### config.mk
export PLATFORM = sky130hd
export DESIGN_NAME = rom_reader
export DESIGN_NICKNAME = d
export VERILOG_FILES = /design/src/rtl/rom_pkg.sv /design/src/rtl/rom_reader.sv
export SDC_FILE = /design/constraint.sdc
export NUM_CORES = 1
export LEC_CHECK = 0
export CORE_MARGIN = 5
export CORE_UTILIZATION = 44
export CTS_CLUSTER_SIZE = 24
export DETAILED_ROUTE_END_ITERATION = 8
export GPL_TIMING_DRIVEN = 1
export PLACE_DENSITY = 0.78
export SYNTH_ARGS = -nofsm -noshare
export SYNTH_HDL_FRONTEND = slang
export SYNTH_SLANG_ARGS = --single-unit
### constraint.sdc
create_clock -name clk -period 2.1 [get_ports clk]
set_clock_uncertainty 0.2 [all_clocks]
set_input_delay 0.63 -clock clk [delete_from_list [all_inputs] [get_ports clk]]
set_output_delay 0.63 -clock clk [all_outputs]
set_load 0.02 [all_outputs]
### src/rtl/rom_pkg.sv
// Shared types and constants for the seven-segment ROM, its reader and the bench.
package rom_pkg;

    localparam int unsigned ROM_ADDR_W = 4;
    localparam int unsigned ROM_DATA_W = 7;

    typedef enum logic [2:0] {
        IDLE,
        ISSUE,
        WAIT,
        HOLD,
        DONE
    } state_e;

    // Active-low segments, bit order gfedcba.
    localparam logic [ROM_DATA_W-1:0] SEG_0 = 7'b1000000;
    localparam logic [ROM_DATA_W-1:0] SEG_1 = 7'b1111001;
    localparam logic [ROM_DATA_W-1:0] SEG_2 = 7'b0100100;
    localparam logic [ROM_DATA_W-1:0] SEG_3 = 7'b0110000;
    localparam logic [ROM_DATA_W-1:0] SEG_4 = 7'b0011001;
    localparam logic [ROM_DATA_W-1:0] SEG_5 = 7'b0010010;
    localparam logic [ROM_DATA_W-1:0] SEG_6 = 7'b0000010;
    localparam logic [ROM_DATA_W-1:0] SEG_7 = 7'b1111000;
    localparam logic [ROM_DATA_W-1:0] SEG_8 = 7'b0000000;
    localparam logic [ROM_DATA_W-1:0] SEG_9 = 7'b0010000;
    localparam logic [ROM_DATA_W-1:0] SEG_A = 7'b0001000;
    localparam logic [ROM_DATA_W-1:0] SEG_B = 7'b0000011;
    localparam logic [ROM_DATA_W-1:0] SEG_C = 7'b1000110;
    localparam logic [ROM_DATA_W-1:0] SEG_D = 7'b0100001;
    localparam logic [ROM_DATA_W-1:0] SEG_E = 7'b0000110;
    localparam logic [ROM_DATA_W-1:0] SEG_F = 7'b0001110;

    function automatic logic [ROM_DATA_W-1:0] seg_of(input logic [ROM_ADDR_W-1:0] hex);
        logic [ROM_DATA_W-1:0] seg;
        case (hex)
            4'h0:    seg = SEG_0;
            4'h1:    seg = SEG_1;
            4'h2:    seg = SEG_2;
            4'h3:    seg = SEG_3;
            4'h4:    seg = SEG_4;
            4'h5:    seg = SEG_5;
            4'h6:    seg = SEG_6;
            4'h7:    seg = SEG_7;
            4'h8:    seg = SEG_8;
            4'h9:    seg = SEG_9;
            4'hA:    seg = SEG_A;
            4'hB:    seg = SEG_B;
            4'hC:    seg = SEG_C;
            4'hD:    seg = SEG_D;
            4'hE:    seg = SEG_E;
            default: seg = SEG_F;
        endcase
        return seg;
    endfunction

endpackage

### src/rtl/rom_reader.sv
// Sweeps an address range of the segment ROM, waits its read latency, checks the
// echoed address and hands each word downstream on a valid/ready handshake.
module rom_reader
    import rom_pkg::*;
#(
    parameter int unsigned ADDR_W     = ROM_ADDR_W,
    parameter int unsigned DATA_W     = ROM_DATA_W,
    parameter int unsigned FIRST_ADDR = 0,
    parameter int unsigned LAST_ADDR  = 15,
    parameter int unsigned READ_LAT   = 1,
    parameter int unsigned CONTINUOUS = 0
) (
    input  logic              clk,
    input  logic              rst_n,
    input  logic              start,
    input  logic              abort,
    output logic [ADDR_W-1:0] rom_addr,
    output logic              rom_ena,
    input  logic [DATA_W-1:0] rom_data,
    input  logic [ADDR_W-1:0] rom_addr_out,
    output logic [DATA_W-1:0] out_data,
    output logic [ADDR_W-1:0] out_addr,
    output logic              out_valid,
    input  logic              out_ready,
    output logic              busy,
    output logic              done,
    output logic              addr_err
);

    localparam int unsigned LAT_W = (READ_LAT > 1) ? $clog2(READ_LAT) : 1;
    localparam logic [ADDR_W-1:0] FIRST = ADDR_W'(FIRST_ADDR);
    localparam logic [ADDR_W-1:0] LAST  = ADDR_W'(LAST_ADDR);

    state_e            state_q, state_d;
    logic [ADDR_W-1:0] addr_cnt_q, addr_cnt_d;
    logic [ADDR_W-1:0] rom_addr_q, rom_addr_d;
    logic [LAT_W-1:0]  lat_cnt_q, lat_cnt_d;
    logic [DATA_W-1:0] out_data_q, out_data_d;
    logic [ADDR_W-1:0] out_addr_q, out_addr_d;
    logic              out_valid_q, out_valid_d;
    logic              err_q, err_d;

    always_ff @(posedge clk or negedge rst_n) begin
        if (!rst_n) begin
            state_q     <= IDLE;
            addr_cnt_q  <= '0;
            rom_addr_q  <= '0;
            lat_cnt_q   <= '0;
            out_data_q  <= '0;
            out_addr_q  <= '0;
            out_valid_q <= 1'b0;
            err_q       <= 1'b0;
        end else begin
            state_q     <= state_d;
            addr_cnt_q  <= addr_cnt_d;
            rom_addr_q  <= rom_addr_d;
            lat_cnt_q   <= lat_cnt_d;
            out_data_q  <= out_data_d;
            out_addr_q  <= out_addr_d;
            out_valid_q <= out_valid_d;
            err_q       <= err_d;
        end
    end

    // rom_addr only moves together with entry to ISSUE, so the ROM never sees a
    // fresh address outside the enable cycle.
    always_comb begin
        state_d     = state_q;
        addr_cnt_d  = addr_cnt_q;
        rom_addr_d  = rom_addr_q;
        lat_cnt_d   = lat_cnt_q;
        out_data_d  = out_data_q;
        out_addr_d  = out_addr_q;
        out_valid_d = out_valid_q;
        err_d       = err_q;

        if (abort) begin
            state_d     = IDLE;
            out_valid_d = 1'b0;
        end else begin
            case (state_q)
                IDLE: begin
                    if (start) begin
                        addr_cnt_d = FIRST;
                        rom_addr_d = FIRST;
                        err_d      = 1'b0;
                        state_d    = ISSUE;
                    end
                end
                ISSUE: begin
                    lat_cnt_d = LAT_W'(READ_LAT - 1);
                    state_d   = WAIT;
                end
                WAIT: begin
                    if (lat_cnt_q == '0) begin
                        out_data_d  = rom_data;
                        out_addr_d  = rom_addr_out;
                        out_valid_d = 1'b1;
                        if (rom_addr_out != addr_cnt_q) begin
                            err_d = 1'b1;
                        end
                        state_d = HOLD;
                    end else begin
                        lat_cnt_d = lat_cnt_q - 1'b1;
                    end
                end
                HOLD: begin
                    if (out_ready) begin
                        out_valid_d = 1'b0;
                        if (addr_cnt_q != LAST) begin
                            addr_cnt_d = addr_cnt_q + 1'b1;
                            rom_addr_d = addr_cnt_q + 1'b1;
                            state_d    = ISSUE;
                        end else if (CONTINUOUS != 0) begin
                            addr_cnt_d = FIRST;
                            rom_addr_d = FIRST;
                            state_d    = ISSUE;
                        end else begin
                            state_d = DONE;
                        end
                    end
                end
                DONE:    state_d = IDLE;
                default: state_d = IDLE;
            endcase
        end
    end

    assign rom_addr  = rom_addr_q;
    assign rom_ena   = (state_q == ISSUE);
    assign out_data  = out_data_q;
    assign out_addr  = out_addr_q;
    assign out_valid = out_valid_q;
    assign busy      = (state_q != IDLE);
    assign done      = (state_q == DONE);
    assign addr_err  = err_q;

endmodule
==> metrics.yaml, run 1 <==
global_route:
  grt.total_usage: 0.154
  grt_pass1_wl_mm: 4.07
  grt_max_degree: 21
  first_global_vias: 847
  grt_antenna_before_repair: 0
  gr-total-overflow: 0
detailed_routing:
  wirelength_mm: 2.50
  num_vias: 885
  drc: 0
  routedWlPerCell_um: 15.2
  first_pass_iters: 4
  antenna_left: 0
  viasPerCell: 5.40
  drt_iter0_drc: 25
flow_run:
  drv_cap: 0
clocking:
  cts_buffer_depth: 2
  h-tree-depth: 1
  cts_root_buffer: "clkbuf_4"
  cts_tree: "built"
  cts-buffers-inserted: 3
  clkSinkCount: 20
  clkLatencyLatePin_ns: 0.30
  cts.clk_slew.worst_paths_ns: 0.12
  cts_hold_buffers: 0
yosys:
  synth_top_area_frac: 0.481
  synth-async-reset-ratio: 1.00
  synth_cell_types: 34
  yosys_warnings: 0
  synth_seq_area_share: 0.481
  syn_nets: 106
  synth_edf_count: 0
  ys_ff_latch: 20
  syn_inst: 89
  synth_top_area_cell: "dfrtp_1"
  avgSynthCellArea_um2: 11.7
  synthesis.area_um2: 1040
  synth_top_flop_cell: "dfrtp_1"
  synth_common_cells: "20 x dfrtp_1, 11 x mux2_2, 5 x inv_1, 5 x o211ai_1"
  synthTopCellsByArea: "dfrtp_1 48%, mux2_2 12%, o211ai_1 3.6%"
  synth.most_common_cell: "dfrtp_1"
cells_and_area:
  num_antenna_cells: 0
  syn_to_final_growth_pct: 47.0
  fin_nets: 154
  drive_gt1_frac: 0.287
  instances_no_fill: 164
  n_fill_cell: 186
timing:
  max_freq_mhz: 486
  worst-slew-pin-transition_ns: 0.414
  period_share: 0.981
  max-slew-margin-rel: 0.723
  hold_violations: 0
  tns_ns: 0
  drv_slew: 0
  min_period_ns: 2.06
  setup_viol: 0
worst_setup_path:
  start_kind: "flip-flop"
  criticalPathCategory: "reg -> out"
  required_ns: 1.27
  critical_path_arrival_ns: 1.23
  worst-path-max-fanout: 3
  end_kind: "primary output"
outcome:
  status: "finished clean"
placement:
  place.gp.congestion: 0.799
  place_hpwl_mm: 1.94
  portBuffers: 35
  place_inst: 160
floorplanning:
  start_util: 0.466
  die_w_um: 58.6
  io_pins: 36
  die_area_um2: 3440
  dieHeight_um: 58.6
  core_um2: 2230
  core.rowCount: 17
worst_hold_path:
  hold_class: "reg -> reg"
power_and_ir_drop:
  p_total_mw: 1.19
  p_per_area_nw_per_um2: 781
  leakagePower_nw: 0.737
  vdd_drop_max_mv: 0.696
[per-layer routing]
metal  global-route usage  vias to the layer above  share of wire
met5                    0                        -              0
met3               0.0329                        2          0.045
met1                0.209                      431           0.43
li1                     -                      421              -
met4               0.0291                        0         0.0072
met2                0.254                       31           0.52
[worst max-delay path: stages, from the launching register on]
cell,delay (ns)
dfrtp_1,0.42
or3_4,0.37
buf_6,0.14
[per-stage QoR]
stage	hold WS (ns)	instance area (um2)	worst slack, ns	utilization
after global routing	0.336	1530	-0.00289	0.685
after global placement	0.291	1500	-0.113	0.671
final	0.310	1530	0.0406	0.685
after floorplan	0.134	1040	0.136	-
after detailed placement	0.295	1500	-0.136	0.671
after CTS	0.321	1500	-0.0655	0.673
[where the power goes]
group | internal, mW | leakage (nW) | switching, mW
Combinational | 0.225 | 0.464 | 0.229
Sequential | 0.471 | 0.252 | 0.0459
Clock | 0.106 | 0.0210 | 0.117
Total | 0.802 | 0.737 | 0.392
[layout by cell type, fill, tap and decap left out, types with 4 or more instances in the layout]
cell type | Yosys | layout
dfrtp_1 | 20 | 20
clkdlybuf4s50_1 | 0 | 15
buf_4 | 1 | 13
dlygate4sd2_1 | 0 | 13
mux2_2 | 11 | 11
inv_1 | 5 | 5
o211ai_1 | 5 | 5
nor2_1 | 4 | 4
xor2_1 | 4 | 4
dlymetal6s2s_1 | 0 | 4
[state kept, by name, indices dropped and copies added, names as in the netlist]
name / count
out_data: 7
out_valid: 1
state_q: 3
out_addr: 4
rom_addr: 4
addr_err: 1
[cells by family after synthesis]
group,after synthesis,share of synthesized area
adder cells (fa/ha/maj),1,0.0120
XOR/XNOR,4,0.0337
flip-flops,20,0.481
multiplexers,11,0.119
AO/OA/AOI/OAI,17,0.120
buffers and inverters,10,0.0553
AND/OR/NAND/NOR,26,0.179
[what timing repair did]
item                       4_1_cts  5_1_grt
setup endpoints to repair       16        6
gates resized for setup         27        9
buffers inserted                 0        0
hold endpoints to repair         0        0
[final timing paths]
check / start / to / slack [ns] / cells past startpoint
worst min-delay path: out_addr[2] / out_addr[2] / 0.31 / 1
min in group asynchronous: rst_n / rom_addr[0] / 0.45 / 2
worst max register to register: state_q[1] / addr_err / 0.31 / 5
worst max-delay path: state_q[0] / busy / 0.04 / 2
max in group asynchronous: rst_n / addr_err / 1.03 / 2
worst min register to register: out_addr[2] / out_addr[2] / 0.31 / 1
[cell type report]
cell class              count  area (um2)  share of cell area
repair buffers             48         448               0.293
inverters                   5        18.8              0.0123
clock buffers               4        36.3              0.0237
multi-input cells          59         492               0.321
flip-flops and latches     20         500               0.327
well taps                  28        35.0              0.0229
Note: power is estimated with default switching activity, not from simulation.
==> run 2: changes to the inputs <==
--- a/config.mk
+++ b/config.mk
@@ -6,11 +6,12 @@
 export NUM_CORES = 1
 export LEC_CHECK = 0
 export CORE_MARGIN = 5
-export CORE_UTILIZATION = 44
+export CORE_UTILIZATION = 45
 export CTS_CLUSTER_SIZE = 24
 export DETAILED_ROUTE_END_ITERATION = 8
 export GPL_TIMING_DRIVEN = 1
-export PLACE_DENSITY = 0.78
+export PLACE_DENSITY = 0.8
+export SLEW_MARGIN = 20
 export SYNTH_ARGS = -nofsm -noshare
 export SYNTH_HDL_FRONTEND = slang
 export SYNTH_SLANG_ARGS = --single-unit
==> constraint.sdc (replaced) <==
create_clock -name clk -period 2.5 [get_ports clk]
set_clock_uncertainty 0.2 [all_clocks]
set_input_delay 0.75 -clock clk [delete_from_list [all_inputs] [get_ports clk]]
set_output_delay 0.75 -clock clk [all_outputs]
set_load 0.02 [all_outputs]
==> run 2 against run 1 <==
Effect of this change:
- combinational power fell by 10%
- wire length fell by 3.0%
- design area fell by 2.6%
- core utilization fell by 1.2 points
- hold slack improved by 0.015 ns
- setup slack improved by 0.055 ns
- final cell count fell by 4.3%
==> metrics.yaml, run 2 (synthesis gave the netlist of run 1 again) <==
timing:
  holdWs_ns: 0.326
  worst-slew-pin-transition_ns: 0.395
  max-slew-margin-rel: 0.736
  period_share: 0.962
  max_freq_mhz: 416
  tns_ns: 0
  min_period_ns: 2.40
  rsz0062_at_grt: "no"
  hold_violations: 0
  drv_slew: 0
  setup_viol: 0
worst_setup_path:
  critical_path_arrival_ns: 1.45
  slowest_delay_ns: 0.66
  critPathTopFamily: "buffers and inverters"
  criticalPathCategory: "reg -> out"
  end_kind: "primary output"
  crit_buf_inv: 1
  crit_chain: "clkdlybuf4s50_1"
  worst-path-max-fanout: 7
  required_ns: 1.55
  cpMaxStageDelayCell: "clkdlybuf4s50_1"
  start_kind: "flip-flop"
cells_and_area:
  regArea_um2: 500
  fin_nets: 147
  final_util: 0.674
  layout_commonest_cell: "clkdlybuf4s50_1"
  syn_to_final_growth_pct: 43.1
  largest_reg_flops: 7
  num_antenna_cells: 0
  final_cell_mix: "32 x clkdlybuf4s50_1, 20 x dfrtp_1, 11 x mux2_2"
  drive_gt1_frac: 0.225
  multi_input_area_um2: 483
  n_fill_cell: 182
placement:
  portBuffers: 35
  place_hpwl_mm: 1.80
  place.gp.congestion: 0.816
global_route:
  grt_pass1_wl_mm: 3.93
  gr-total-overflow: 0
  grt_max_degree: 21
  grt.total_usage: 0.153
  first_global_vias: 833
  grt_antenna_before_repair: 0
detailed_routing:
  drc: 0
  viasPerCell: 5.50
  first_pass_iters: 4
  wirelength_mm: 2.43
  antenna_left: 0
  num_vias: 864
  routedWlPerCell_um: 15.5
  drt_iter0_drc: 25
clocking:
  cts.clk_slew.worst_paths_ns: 0.12
  cts_root_buffer: "clkbuf_4"
  cts_buffer_depth: 2
  cts_tree: "built"
  clkLatencyLatePin_ns: 0.30
  h-tree-depth: 1
  clkSinkCount: 20
  cts-buffers-inserted: 3
  post_cts_buffers: 0
worst_hold_path:
  hold_class: "reg -> reg"
floorplanning:
  start_util: 0.471
  io_pins: 36
  core_um2: 2210
  die_area_um2: 3380
  core.rowCount: 17
  dieHeight_um: 58.1
  die_w_um: 58.1
power_and_ir_drop:
  p_per_area_nw_per_um2: 749
  leakagePower_nw: 0.632
  vdd_drop_max_mv: 0.546
  p_total_mw: 1.12
flow_run:
  drv_cap: 0
outcome:
  status: "finished clean"
[run 2: power by group]
| part | internal, mW | switching, mW |
|---|---|---|
| registers | 0.396 | 0.0448 |
| logic | 0.220 | 0.188 |
| clock network | 0.162 | 0.106 |
| total | 0.778 | 0.339 |
[run 2: worst paths after layout]
kind / from / slack, ns / end / cells past startpoint
max: rom_addr[2] / 0.1 / rom_addr[2] / 1
min: out_data[0] / 0.33 / out_data[0] / 1
max reg2reg: state_q[0] / 0.74 / out_data[6] / 4
min reg2reg: out_data[0] / 0.33 / out_data[0] / 1
max in group asynchronous: rst_n / 1.33 / out_valid / 2
min in group asynchronous: rst_n / 0.56 / rom_addr[1] / 2
[run 2: metal layers]
layer | vias up | routed length (um) | global-route usage | share of wire
met4 | 0 | 17 | 0.0364 | 0.0070
met1 | 423 | 1020 | 0.200 | 0.42
met2 | 29 | 1240 | 0.244 | 0.51
met3 | 2 | 148 | 0.0512 | 0.061
met5 | - | 0 | 0 | 0
li1 | 410 | - | - | -
[run 2: metrics by stage]
step	area [um2]	setup slack (ns)	instances
detailed placement	1450	0.111	153
CTS	1490	0.0141	157
global route	1490	0.0103	157
finish	1490	0.0956	157
global placement	1450	0.162	153
floorplan	1040	0.416	89
[run 2: layout make-up]
cell class | instances | share of cell area
Multi-Input combinational cell | 59 | 0.324
Timing Repair Buffer | 41 | 0.269
Clock inverter | 1 | 0.0202
Clock buffer | 3 | 0.0151
Sequential cell | 20 | 0.336
Tap cell | 28 | 0.0235
Inverter | 5 | 0.0126
[run 2: what timing repair did]
action | in CTS | in global routing
resized for setup | 3 | 2
hold buffers | 0 | 0
endpoints found under the setup margin | 3 | 1
endpoints found under the hold margin | 0 | 0
pin swaps | 0 | 0
